File: src/rtl/seed_timer_if.sv
// Control/status bundle between the game FSM and seed_timer.
// Latency: none (wires only).
// Backpressure: none; levels and pulses only, there is no handshake.
//
// Signals:
//   i_RstCounter  clear count, flags and prescaler
//   i_ActCounter  level, high selects timed mode
//   i_RunFree     level, enables free-run counting outside timed mode
//   o_Count       current count (WIDTH bits)
//   o_Seed        free-run value captured on entry to timed mode
//   o_TwoSec      sticky interval-complete flag
//   o_DonePulse   one-cycle pulse on completion
// Modports: master = game FSM side, slave = seed_timer side.
interface seed_timer_if #(
    parameter int WIDTH = 12
);
    logic             i_RstCounter;
    logic             i_ActCounter;
    logic             i_RunFree;
    logic [WIDTH-1:0] o_Count;
    logic [WIDTH-1:0] o_Seed;
    logic             o_TwoSec;
    logic             o_DonePulse;

    modport master (
        output i_RstCounter,
        output i_ActCounter,
        output i_RunFree,
        input  o_Count,
        input  o_Seed,
        input  o_TwoSec,
        input  o_DonePulse
    );

    modport slave (
        input  i_RstCounter,
        input  i_ActCounter,
        input  i_RunFree,
        output o_Count,
        output o_Seed,
        output o_TwoSec,
        output o_DonePulse
    );
endinterface

File: src/rtl/seed_timer.sv
// Free-running seed counter that doubles as a prescaled interval timer.
// Latency: o_TwoSec rises TERM_COUNT*DIV+1 clocks after i_ActCounter rises.
// Backpressure: none; all inputs are levels, sampled every clk_50M edge.
//
// Ports:
//   clk_50M   system clock
//   i_Reset   synchronous active-high reset, highest priority
//   bus       seed_timer_if.slave (controls in, count/seed/flags out)
// Parameters: WIDTH, CLK_HZ, TICK_HZ (DIV = CLK_HZ/TICK_HZ >= 2), TERM_COUNT.
// Build option: define SEED_TIMER_AUTORELOAD_EN to make the timed interval
// periodic (count reloads to 0 at TERM_COUNT, o_DonePulse every period).
module seed_timer #(
    parameter int WIDTH      = 12,
    parameter int CLK_HZ     = 50000000,
    parameter int TICK_HZ    = 2000,
    parameter int TERM_COUNT = 4000
) (
    input  logic          clk_50M,
    input  logic          i_Reset,
    seed_timer_if.slave   bus
);
    localparam int DIV = CLK_HZ / TICK_HZ;
    localparam int PW  = (DIV > 2) ? $clog2(DIV) : 1;

    localparam logic [PW-1:0]    PRESC_LAST = PW'(DIV - 1);
    localparam logic [WIDTH-1:0] TERM_M1    = WIDTH'(TERM_COUNT - 1);
`ifndef SEED_TIMER_AUTORELOAD_EN
    localparam logic [WIDTH-1:0] TERM       = WIDTH'(TERM_COUNT);
`endif

    logic [WIDTH-1:0] count;
    logic [WIDTH-1:0] seed;
    logic             two_sec;
    logic             done_pulse;
    logic [PW-1:0]    presc;
    logic             act_q;
    logic             tick;

    assign tick = (presc == PRESC_LAST);

    always_ff @(posedge clk_50M) begin
        if (i_Reset) begin
            count      <= '0;
            seed       <= '0;
            two_sec    <= 1'b0;
            done_pulse <= 1'b0;
            presc      <= '0;
            act_q      <= 1'b0;
        end else begin
            // act_q tracks the level even during a clear, so a clear that
            // coincides with the rising edge swallows that start.
            act_q      <= bus.i_ActCounter;
            done_pulse <= 1'b0;

            if (bus.i_RstCounter) begin
                count   <= '0;
                two_sec <= 1'b0;
                presc   <= '0;
            end else if (bus.i_ActCounter && !act_q) begin
                seed    <= count;
                count   <= '0;
                presc   <= '0;
                two_sec <= 1'b0;
            end else if (bus.i_ActCounter) begin
                presc <= tick ? '0 : presc + 1'b1;
                if (tick) begin
`ifdef SEED_TIMER_AUTORELOAD_EN
                    if (count >= TERM_M1) begin
                        count      <= '0;
                        two_sec    <= 1'b1;
                        done_pulse <= 1'b1;
                    end else begin
                        count <= count + 1'b1;
                    end
`else
                    // Saturate at TERM; the pulse fires only on the step
                    // that lands on TERM, so it cannot repeat.
                    if (count < TERM) begin
                        count <= count + 1'b1;
                        if (count == TERM_M1) begin
                            two_sec    <= 1'b1;
                            done_pulse <= 1'b1;
                        end
                    end
`endif
                end
            end else if (act_q) begin
                // First cycle out of timed mode: everything holds, the
                // prescaler is parked so the next interval starts clean.
                presc <= '0;
            end else if (bus.i_RunFree) begin
                count <= count + 1'b1;
            end
        end
    end

    assign bus.o_Count     = count;
    assign bus.o_Seed      = seed;
    assign bus.o_TwoSec    = two_sec;
    assign bus.o_DonePulse = done_pulse;

endmodule

File: src/flat_wrapper.sv
// flat-port wrapper written by rule: the top's interface ports become plain ports
module seed_timer_flat 
#(
    parameter int WIDTH      = 12,
    parameter int CLK_HZ     = 50000000,
    parameter int TICK_HZ    = 2000,
    parameter int TERM_COUNT = 4000
)
  (clk_50M, i_Reset, bus_i_RstCounter, bus_i_ActCounter, bus_i_RunFree, bus_o_Count, bus_o_Seed, bus_o_TwoSec, bus_o_DonePulse);
  seed_timer_if #(.WIDTH(WIDTH)) bus_i ();
  input  logic clk_50M;
  input  logic i_Reset;
  input wire logic [$bits(bus_i.i_RstCounter)-1:0] bus_i_RstCounter;
  input wire logic [$bits(bus_i.i_ActCounter)-1:0] bus_i_ActCounter;
  input wire logic [$bits(bus_i.i_RunFree)-1:0] bus_i_RunFree;
  output wire logic [$bits(bus_i.o_Count)-1:0] bus_o_Count;
  output wire logic [$bits(bus_i.o_Seed)-1:0] bus_o_Seed;
  output wire logic [$bits(bus_i.o_TwoSec)-1:0] bus_o_TwoSec;
  output wire logic [$bits(bus_i.o_DonePulse)-1:0] bus_o_DonePulse;
  assign bus_i.i_RstCounter = bus_i_RstCounter;
  assign bus_i.i_ActCounter = bus_i_ActCounter;
  assign bus_i.i_RunFree = bus_i_RunFree;
  assign bus_o_Count = bus_i.o_Count;
  assign bus_o_Seed = bus_i.o_Seed;
  assign bus_o_TwoSec = bus_i.o_TwoSec;
  assign bus_o_DonePulse = bus_i.o_DonePulse;
  seed_timer #(.WIDTH(WIDTH), .CLK_HZ(CLK_HZ), .TICK_HZ(TICK_HZ), .TERM_COUNT(TERM_COUNT)) u_core (.clk_50M(clk_50M), .i_Reset(i_Reset), .bus(bus_i));
endmodule
File: config.mk
export PLATFORM = sky130hd
export DESIGN_NAME = seed_timer_flat
export DESIGN_NICKNAME = d
export VERILOG_FILES = /design/src/rtl/seed_timer_if.sv /design/src/rtl/seed_timer.sv /design/src/flat_wrapper.sv
export SDC_FILE = /design/constraint.sdc
export NUM_CORES = 1
export LEC_CHECK = 0
export CAP_MARGIN = 20
export CORE_AREA = 10 10 79 81
export CTS_CLUSTER_DIAMETER = 80
export CTS_CLUSTER_SIZE = 12
export DETAILED_ROUTE_END_ITERATION = 10
export DIE_AREA = 0 0 89 91
export GPL_TIMING_DRIVEN = 1
export PLACE_DENSITY = 0.69
export SYNTH_ARGS = -nofsm -noshare
export SYNTH_HDL_FRONTEND = slang
export SYNTH_SLANG_ARGS = --single-unit
File: constraint.sdc
create_clock -name clk_50M -period 1.8 [get_ports clk_50M]
set_input_delay 0.36 -clock clk_50M [delete_from_list [all_inputs] [get_ports clk_50M]]
set_output_delay 0.36 -clock clk_50M [all_outputs]
set_load 0.02 [all_outputs]
# Yosys cells after proc, flatten, opt, wreduce, memory -nomap -nowiden
# Cells that the tools add are included.
classes:
  n_addsub: 2
  order_cmp: 1
  n_eq_ne: 5
  muxes: 9
  bitwise: 4
  n_reduce_logical: 9
ops:
  columns: ["operator", "count"]
  rows:
  - ["$mux W12", 5]
  - ["$mux W15", 3]
  - ["$add A15 B1 Y15 const B", 1]
  - ["$eq A15 B15 Y1 const B", 1]
  - ["$add A12 B1 Y12 const B", 1]
  - ["$eq A12 B12 Y1 const B", 1]
  - ["$lt A12 B12 Y1 const B", 1]
  - ["$reduce_and A4 Y1", 2]
  - ["$reduce_or A6 Y1", 1]
  - ["$ne A2 B1 Y1 const B", 2]
  - ["$not A1 Y1", 4]
  - ["$reduce_bool A2 Y1", 2]
  - ["$reduce_or A3 Y1", 1]
  - ["$ne A2 B2 Y1 const B", 1]
  - ["$reduce_and A2 Y1", 1]
  - ["$logic_and A1 B1 Y1", 1]
  - ["$logic_not A1 Y1", 1]
  - ["$mux W1", 1]
totals:
  reg_bits: 42
  inputBits: 5
  output_inout_bits: 26
  wordCells: 36

# Longest topological paths before layout
# Gate-level depths: netlist of run 1.
depth:
  word_depth: 4
  depth_mapped: 7
  depth_no_buf: 5

# Least setup slack after synthesis of run 1
# No wires, ideal clock.
synth_path:
  path_kind: "register to register"
  startpoint: "register u_core.presc[0]"
  endpoint: "register u_core.count[5], in the netlist u_core.bus.o_Count[5]"
  setup_time_ps: 118
  arrival_time_ps: 1688
  required_time_ps: 1682
  path_slack_ps: -6
  path_stages_with_launch: 6
  path_buffers: 0
  synth_period_minus_slack_ps: 1806
  cell_sequence: "dfxtp_1 -> ha_1 -> and2_1 -> a41oi_2 -> or4_1 -> mux2i_1"
synth_via:
  elab_chain_cells: 3
synth_lines:
  columns: ["element", "line_no", "source"]
  rows:
  - ["start, declared", "seed_timer.sv:35", "logic [PW-1:0] presc;"]
  - ["start signal, assigned", "seed_timer.sv:65", "presc <= tick ? '0 : presc + 1'b1;"]
  - ["$eq A15 B15 Y1", "seed_timer.sv:39", "assign tick = (presc == PRESC_LAST);"]
  - ["$ne A2 B1 Y1 (no source line)", null, null]
  - ["$reduce_and A4 Y1 (no source line)", null, null]
  - ["end signal, assigned", "seed_timer.sv:79", "count <= count + 1'b1;"]
  - ["end signal, assigned", "seed_timer.sv:92", "count <= count + 1'b1;"]
  - ["end, declared", "seed_timer.sv:31", "logic [WIDTH-1:0] count;"]
# No other way between the ends.
# A chain may end at the register's enable or synchronous reset.

# Worst setup path in the final report of run 1
layout_path:
  startpoint: "register u_core.presc[0]"
  endpoint: "register u_core.count[6], in the netlist u_core.bus.o_Count[6]"
# The elaborated chain is that of the path after synthesis.

==> flow_metrics.py, run 1 <==
metrics = {
    "run_status": {
        "status": "finished clean",
    },
    "floorplanning": {
        "io_pins": 31,
        "start_util_pct": 43.7,
        "die_y_um": 91,
        "fp.dieW_um": 89,
        "core_area_sq_um": 4660,
        "fp.dieArea_sq_um": 8100,
        "num_rows": 25,
    },
    "logic_synthesis": {
        "syn-num-nets": 238,
        "yosysWarnings": 0,
        "syn_inst": 231,
        "synth.top_cell.area_share_pct": 41.3,
        "synthArstFlopShare_pct": 0,
        "syn_area_sq_um": 2040,
        "ys_types": 44,
        "seq_area_frac_synth_pct": 41.3,
        "yosys.area.top_type": "dfxtp_1",
        "synth_area_leaders": "dfxtp_1 41%, mux2i_1 7.9%, nor2_1 3.7%",
        "ys_seq_elements": 42,
        "synth_edf_count": 0,
        "synth_ff_type": "dfxtp_1",
        "synth.avg_cell_area_sq_um": 8.82,
    },
    "critical_path": {
        "reg2reg_to": "u_core.bus.o_Count[6]",
        "startpoint": "u_core.presc[0]",
        "path_max_fanout": 6,
        "critPathBufInv": 1,
        "cp_cell_sequence": "ha_2 -> and2_1 -> a41oi_4 -> buf_6 -> or4_1 -> a21oi_1",
        "arrival_ps": 2030,
        "ff2ff_setup_slack_ps": 8,
        "max_stage_delay_ps": 510,
        "end_kind": "flop",
        "slowest_stage": "or4_1",
        "worst_setup_path_start_kind": "flop",
        "path_depth": 6,
        "rr_startpoint": "u_core.presc[0]",
        "path_delay_family": "simple AND/OR/NAND/NOR gates",
        "reg2regPathDepth": 6,
        "required_ps": 2040,
        "crit_type": "flop to flop",
        "crit_end": "u_core.bus.o_Count[6]",
    },
    "grt": {
        "grt_max_degree": 19,
        "first_global_vias": 1934,
        "overflow": 0,
        "antenna_found_initial": 0,
        "grtUsageTotal_pct": 14.0,
        "grt_pass1_wl_mm": 9.28,
    },
    "route": {
        "drt-initial-drc-count": 242,
        "firstDrtPassIters": 4,
        "drcViolationCount": 0,
        "vias": 2037,
        "via_per_inst": 5.72,
        "wire_per_inst_um": 16.0,
        "routed_wl_mm": 5.70,
        "antenna_left": 0,
    },
    "layout": {
        "final_common_cell": "buf_4",
        "fin_nets": 308,
        "ff_latch_area_sq_um": 845,
        "layout.cells.non_filler": 356,
        "multi_input_area_sq_um": 1210,
        "final_cell_area_sq_um": 2970,
        "layout_common_cells": "42 x buf_4, 39 x dfxtp_1, 22 x clkdlybuf4s50_1",
        "syn_to_final_growth_pct": 45.6,
        "filler_cell_count": 396,
        "drive_gt1_share_pct": 27.2,
        "antennaDiodeCount": 0,
    },
    "timing": {
        "fin_crit_ps": 1790,
        "slew_viol_final": 0,
        "setup_viol_count_final": 0,
        "slew_headroom_pct": 79.8,
        "worst_pin_slew_ps": 301,
        "clock_skew_ps": 7.22,
        "hold_viol": 0,
        "rsz0062_at_grt": "true",
        "fin_ws_ps": 8.47,
        "max_freq_mhz": 558,
        "period_share_pct": 99.5,
        "timing.hold.ws_ps": 455,
    },
    "placed_design": {
        "place_area_sq_um": 2690,
        "dp_slack_ps": -325,
        "portBuffers": 30,
        "dp_cells": 343,
        "dpl.hpwl_mm": 4.05,
        "gp_congestion": 0.860,
    },
    "cts": {
        "clock-sinks": 42,
        "clkTransAtPathRegs_ps": 80,
        "tritoncts": "built",
        "holdBufCountCts": 0,
        "numCtsBuffers": 5,
        "htreeDepth": 2,
        "cts-root-buf": "clkbuf_8",
        "clk_path_buf_depth": 2,
        "worstSkewPairLatency_ps": 300,
    },
    "pwr": {
        "ir_worst_vdd_uv": 505,
        "power_mw": 1.84,
        "powerDensity_nw_per_um2": 621,
        "leakage_nw": 1.17,
    },
    "worst_hold_path": {
        "holdPathStages": 1,
        "hp-class": "flop to flop",
    },
    "job": {
        "cap_violations": 0,
    },
}
## stage by stage
| step | util [%] | setup TNS, ps |
|---|---|---|
| global route | 63.7 | -415 |
| floorplan | - | 0 |
| global placement | 57.8 | -7760 |
| finish | 63.7 | 0 |
| detailed placement | 57.8 | -8710 |
| CTS | 60.7 | -8.57 |
## cells by family after synthesis
group,share of synthesized area [%]
simple gates,26.9
buf+inv,4.42
compound gates,17.4
mux,7.86
xor+xnor,0.860
fa+ha+maj,1.23
flops,41.3
## layout make-up
class / count / area share [%]
Sequential cell: 42 / 28.5
Inverter: 6 / 0.759
Multi-Input combinational cell: 168 / 41.0
Clock inverter: 1 / 1.01
Timing Repair Buffer: 78 / 24.0
Clock buffer: 7 / 2.57
Tap cell: 54 / 2.28
## synthesized netlist by cell type (5+ instances only)
cell type	instances
or4_1	8
nand3_1	13
or3_1	7
a21oi_1	9
nand2_1	15
buf_2	6
clkbuf_1	8
nor4_1	6
a31oi_1	10
mux2i_1	16
nor2_1	20
nand4_1	8
inv_1	6
o21ai_0	5
dfxtp_1	42
o31ai_1	6
## worst min-delay path by stage
| stage | startpoint | end | slack [ps] |
|---|---|---|---|
| 2_1_floorplan | i_Reset | u_core.bus.o_Seed[0] | 430 |
| 4_1_cts | u_core.bus.o_TwoSec | u_core.bus.o_TwoSec | 460 |
| 3_5_place_dp | u_core.bus.o_TwoSec | u_core.bus.o_TwoSec | 440 |
| 6_report | u_core.bus.o_TwoSec | u_core.bus.o_TwoSec | 450 |
| 5_1_grt | u_core.bus.o_TwoSec | u_core.bus.o_TwoSec | 500 |
| 3_3_place_gp | u_core.bus.o_TwoSec | u_core.bus.o_TwoSec | 440 |
## per-layer routing
layer  GRT usage [%]  wire, um  share of wire, %
met1            18.6      2670                47
met2            21.2      2640                46
met3            3.84       275               4.8
met4            4.91       108               1.9
met5               0         0                 0
## worst register-to-register path: cells and delay by family (launching register included)
family | cells | cell delay [ps]
compound gates | 2 | 310
flops | 1 | 350
simple gates | 2 | 700
buf+inv | 1 | 190
fa+ha+maj | 1 | 190
## state kept, by name, indices dropped and copies added (netlist names)
register,cells
u_core.presc,15
u_core.bus.o_Seed,12
u_core.bus.o_DonePulse,1
u_core.act_q,1
u_core.bus.o_Count,12
u_core.bus.o_TwoSec,1
## report_power, final
| part | switching [mW] | internal (mW) |
|---|---|---|
| Combinational | 0.0886 | 0.0807 |
| Sequential | 0.00407 | 0.933 |
| Clock | 0.320 | 0.415 |
| Total | 0.412 | 1.43 |
## repair_timing
item | CTS | global route
gates cloned | 0 | 1
hold endpoints to repair | 0 | 0
endpoints found under the setup margin | 9 | 39
pin swaps | 3 | 12
gates resized for setup | 5 | 30
buffers inserted | 2 | 2
No activity file was read; power rests on OpenSTA's default activity.
==> run 2, diff against run 1 <==
--- a/config.mk
+++ b/config.mk
@@ -13,6 +13,7 @@
 export DIE_AREA = 0 0 89 91
 export GPL_TIMING_DRIVEN = 1
 export PLACE_DENSITY = 0.69
+export RECOVER_POWER = 50
 export SYNTH_ARGS = -nofsm -noshare
 export SYNTH_HDL_FRONTEND = slang
 export SYNTH_SLANG_ARGS = --single-unit
==> flow_metrics.py, run 2 (same netlist as run 1, synthesis figures left out) <==
metrics = {
    "worst_hold_path": {
        "hp-class": "flop to flop",
    },
    "timing": {
        "worst_pin_slew_ps": 574,
        "fin_crit_ps": 1790,
        "period_share_pct": 99.4,
        "clock_skew_ps": 7.47,
        "slew_headroom_pct": 61.7,
        "setup_viol_count_final": 0,
        "max_freq_mhz": 559,
        "slew_viol_final": 0,
        "rsz0062_at_grt": "true",
        "hold_viol": 0,
        "fin_ws_ps": 10.4,
    },
    "layout": {
        "drive_gt1_share_pct": 26.8,
        "antennaDiodeCount": 0,
        "filler_cell_count": 409,
        "fin_nets": 308,
        "layout_common_cells": "41 x buf_4, 39 x dfxtp_1, 22 x clkdlybuf4s50_1",
        "final_common_cell": "buf_4",
        "syn_to_final_growth_pct": 43.3,
        "largest_reg_flops": 15,
        "largest-register": "u_core.presc",
    },
    "grt": {
        "first_global_vias": 1934,
        "antenna_found_initial": 0,
        "overflow": 0,
        "grtUsageTotal_pct": 14.0,
        "grt_use_met3_pct": 3.84,
        "grt_max_degree": 19,
        "gr-usage-met2_pct": 21.2,
        "grt_pass1_wl_mm": 9.28,
        "met1_usage_pct": 18.6,
        "grt_busiest_layer": "met2",
    },
    "critical_path": {
        "required_ps": 2040,
        "crit_type": "flop to flop",
        "ff2ff_setup_slack_ps": 10,
        "end_kind": "flop",
        "arrival_ps": 2030,
        "worst_setup_path_start_kind": "flop",
        "path_max_fanout": 6,
    },
    "cts": {
        "htreeDepth": 2,
        "numCtsBuffers": 5,
        "clkTransAtPathRegs_ps": 80,
        "cts-root-buf": "clkbuf_8",
        "tritoncts": "built",
        "worstSkewPairLatency_ps": 300,
        "holdBufCountCts": 0,
        "clock-sinks": 42,
        "clk_path_buf_depth": 2,
    },
    "route": {
        "wire_per_inst_um": 16.0,
        "drcViolationCount": 0,
        "antenna_left": 0,
        "vias": 2043,
        "drt-initial-drc-count": 219,
        "via_per_inst": 5.74,
        "routed_wl_mm": 5.71,
        "firstDrtPassIters": 4,
    },
    "pwr": {
        "powerDensity_nw_per_um2": 631,
        "power_mw": 1.84,
        "ir_worst_vdd_uv": 506,
        "leakage_nw": 1.06,
    },
    "placed_design": {
        "gp_congestion": 0.860,
        "dpl.hpwl_mm": 4.05,
        "dp_slack_ps": -325,
        "portBuffers": 30,
    },
    "floorplanning": {
        "io_pins": 31,
        "die_y_um": 91,
        "fp.dieW_um": 89,
        "core_area_sq_um": 4660,
        "fp.dieArea_sq_um": 8100,
        "start_util_pct": 43.7,
        "num_rows": 25,
    },
    "job": {
        "cap_violations": 0,
    },
    "run_status": {
        "status": "finished clean",
    },
}
-- run 2: path summary, 6_finish.rpt --
check | from | endpoint | depth (start not counted)
hold / removal | u_core.bus.o_TwoSec | u_core.bus.o_TwoSec | 1
setup reg to reg | u_core.presc[0] | u_core.bus.o_Count[6] | 6
setup / recovery | u_core.presc[0] | u_core.bus.o_Count[6] | 6
hold reg to reg | u_core.bus.o_TwoSec | u_core.bus.o_TwoSec | 1
-- run 2: per-layer routing --
| metal | up-vias | part of all wire (%) |
|---|---|---|
| met5 | - | 0 |
| met4 | 0 | 1.9 |
| met3 | 10 | 5.0 |
| met2 | 50 | 46 |
| met1 | 975 | 47 |
| li1 | 1008 | - |
-- run 2: repair_timing --
action / CTS / global route
cloned: 0 / 1
pin swaps: 3 / 12
resized for setup: 5 / 30
setup buffers: 2 / 2
endpoints found under the setup margin: 9 / 39
hold endpoints to repair: 0 / 0
-- run 2: cell type report --
type | count | area, sq um | area share, %
tap | 54 | 67.6 | 2.31
clock buffer | 7 | 76.3 | 2.61
sequential | 42 | 845 | 28.9
multi-input combinational | 168 | 1210 | 41.6
timing repair buffer | 78 | 663 | 22.7
inverter | 6 | 22.5 | 0.772
clock inverter | 1 | 30.0 | 1.03
-- run 2: metrics by stage --
stage | instance area, sq um | instances | utilization [%] | TNS, ps | hold slack, ps
floorplan | 2040 | 231 | - | 0 | 432
global placement | 2690 | 343 | 57.8 | -7760 | 441
detailed placement | 2690 | 343 | 57.8 | -8710 | 443
CTS | 2830 | 353 | 60.7 | -8.57 | 462
global route | 2920 | 356 | 62.6 | -415 | 501
finish | 2920 | 356 | 62.6 | 0 | 455
-- run 2: worst max-delay path: stages (launching register included) --
cell and delay, ps:
dfxtp_1 350, ha_2 190, and2_1 190, a41oi_4 190, buf_6 190, or4_1 510, a21oi_1 120
-- run 2: power breakdown --
part	internal, mW	total, mW	switching [mW]
registers	0.933	0.937	0.00404
clock network	0.415	0.738	0.323
logic	0.0789	0.168	0.0889
total	1.43	1.84	0.416
==> run 3, diff against run 2 <==
==> constraint.sdc (replaced) <==
create_clock -name clk_50M -period 1.8 [get_ports clk_50M]
set_input_delay 0.36 -clock clk_50M [delete_from_list [all_inputs] [get_ports clk_50M]]
set_output_delay 0.36 -clock clk_50M [all_outputs]
set_load 0.01 [all_outputs]
==> flow_metrics.py, run 3 (same netlist as run 1, synthesis figures left out) <==
metrics = {
    "layout": {
        "largest-register": "u_core.presc",
        "finish.utilization_pct": 62.8,
        "layout_common_cells": "44 x buf_4, 39 x dfxtp_1, 28 x clkdlybuf4s50_1",
        "antennaDiodeCount": 0,
        "final_common_cell": "buf_4",
        "largest_reg_flops": 15,
        "drive_gt1_share_pct": 27.5,
        "syn_to_final_growth_pct": 43.8,
        "fin_nets": 312,
        "final_cell_area_sq_um": 2930,
        "layout.cells.non_filler": 360,
    },
    "worst_hold_path": {
        "hp-class": "flop to flop",
    },
    "grt": {
        "overflow": 0,
        "grtUsageTotal_pct": 13.5,
        "first_global_vias": 1909,
        "antenna_found_initial": 0,
        "grt_max_degree": 17,
        "grt_pass1_wl_mm": 9.04,
    },
    "route": {
        "antenna_left": 0,
        "wl_met2_mm": 2.43,
        "via_per_inst": 5.61,
        "wire_per_inst_um": 15.2,
        "wl_met1_mm": 2.60,
        "firstDrtPassIters": 4,
        "drt-initial-drc-count": 174,
        "route.met3.wl_um": 351,
        "vias": 2020,
        "routed_wl_mm": 5.47,
        "highest_layer": "met4",
        "drcViolationCount": 0,
    },
    "timing": {
        "setup_tns_ps": -6.20,
        "fin_ws_ps": -6.20,
        "hold_viol": 0,
        "timing.hold.ws_ps": 461,
        "period_share_pct": 100,
        "slew_headroom_pct": 61.4,
        "worst_pin_slew_ps": 579,
        "max_freq_mhz": 554,
        "clock_skew_ps": 7.95,
        "rsz0062_at_grt": "true",
        "setup_viol_count_final": 1,
        "fin_crit_ps": 1810,
        "slew_viol_final": 0,
    },
    "critical_path": {
        "reg2reg_to": "u_core.bus.o_Count[2]",
        "end_kind": "flop",
        "rr_startpoint": "u_core.presc[3]",
        "slowest_stage": "or4_4",
        "max_stage_delay_ps": 480,
        "path_max_fanout": 6,
        "ff2ff_setup_slack_ps": -6,
        "required_ps": 2030,
        "path_delay_family": "simple AND/OR/NAND/NOR gates",
        "path_depth": 5,
        "crit_end": "u_core.bus.o_Count[2]",
        "worst_setup_path_start_kind": "flop",
        "reg2regPathDepth": 5,
        "arrival_ps": 2030,
        "critPathBufInv": 1,
        "startpoint": "u_core.presc[3]",
        "cp_cell_sequence": "nor4b_4 -> a41oi_4 -> buf_2 -> or4_4 -> a21oi_2",
        "crit_type": "flop to flop",
    },
    "pwr": {
        "ir_worst_vdd_uv": 413,
        "leakage_nw": 1.06,
        "powerDensity_nw_per_um2": 593,
        "power_mw": 1.74,
    },
    "cts": {
        "htreeDepth": 2,
        "clock-sinks": 42,
        "tritoncts": "built",
        "clk_path_buf_depth": 2,
        "numCtsBuffers": 5,
        "cts-root-buf": "clkbuf_8",
        "worstSkewPairLatency_ps": 290,
        "clkTransAtPathRegs_ps": 90,
    },
    "floorplanning": {
        "start_util_pct": 43.7,
        "num_rows": 25,
        "core_area_sq_um": 4660,
        "fp.dieArea_sq_um": 8100,
        "fp.dieW_um": 89,
        "io_pins": 31,
        "die_y_um": 91,
    },
    "job": {
        "cap_violations": 0,
    },
    "placed_design": {
        "place_area_sq_um": 2720,
        "dp_cells": 347,
        "gp_congestion": 0.876,
        "dp_slack_ps": -258,
        "dpl.hpwl_mm": 3.96,
        "portBuffers": 30,
    },
    "run_status": {
        "violations": "setup timing",
        "status": "finished, violations left",
    },
}
run 3: changes by cell type in the layout (fill, tap and decap cells not counted), moves of 2 or more:
cell,previous run,this run
clkdlybuf4s50_1,22,28
clkbuf_1,8,3
buf_4,41,44
dlygate4sd2_1,2,0
nor4_1,3,5
o31ai_4,0,2
run 3: layout make-up:
cell class / instances / area, sq um
Timing Repair Buffer: 82 / 696
Clock inverter: 2 / 12.5
Inverter: 6 / 22.5
Tap cell: 54 / 67.6
Multi-Input combinational cell: 168 / 1200
Clock buffer: 6 / 82.6
Fill cell: 388 / 1730
Sequential cell: 42 / 845
run 3: worst reg2reg max path, stage by stage (launching register included):
cell	delay, ps
dfxtp_2	340
nor4b_4	350
a41oi_4	220
buf_2	210
or4_4	480
a21oi_2	150
run 3: timing repair:
item                                    4_1_cts  5_1_grt
hold buffers                                  0        0
endpoints found under the setup margin        5       17
gates cloned                                  0        1
gates resized for setup                       3       25
setup buffers                                 3        1
pin swaps                                     3       10
run 3: how the worst min path moves through the flow:
stage / from / to / cells after the start
CTS: u_core.bus.o_TwoSec / u_core.bus.o_TwoSec / 1
finish: u_core.bus.o_TwoSec / u_core.bus.o_TwoSec / 1
global placement: u_core.bus.o_TwoSec / u_core.bus.o_TwoSec / 1
detailed placement: u_core.bus.o_TwoSec / u_core.bus.o_TwoSec / 1
global route: u_core.bus.o_TwoSec / u_core.bus.o_TwoSec / 1
floorplan: i_Reset / u_core.bus.o_Seed[0] / 1
run 3: per-layer routing:
layer	vias up	track usage [%]
met3	8	2.86
met2	73	19.7
li1	1021	-
met5	-	0
met4	0	3.85
met1	918	19.3
run 3: power breakdown:
| group | switching, mW | total [mW] | internal (mW) | leakage [nW] |
|---|---|---|---|---|
| Clock | 0.332 | 0.641 | 0.309 | 0.0472 |
| Sequential | 0.00406 | 0.937 | 0.933 | 0.340 |
| Combinational | 0.0859 | 0.158 | 0.0725 | 0.672 |
| Total | 0.422 | 1.74 | 1.31 | 1.06 |
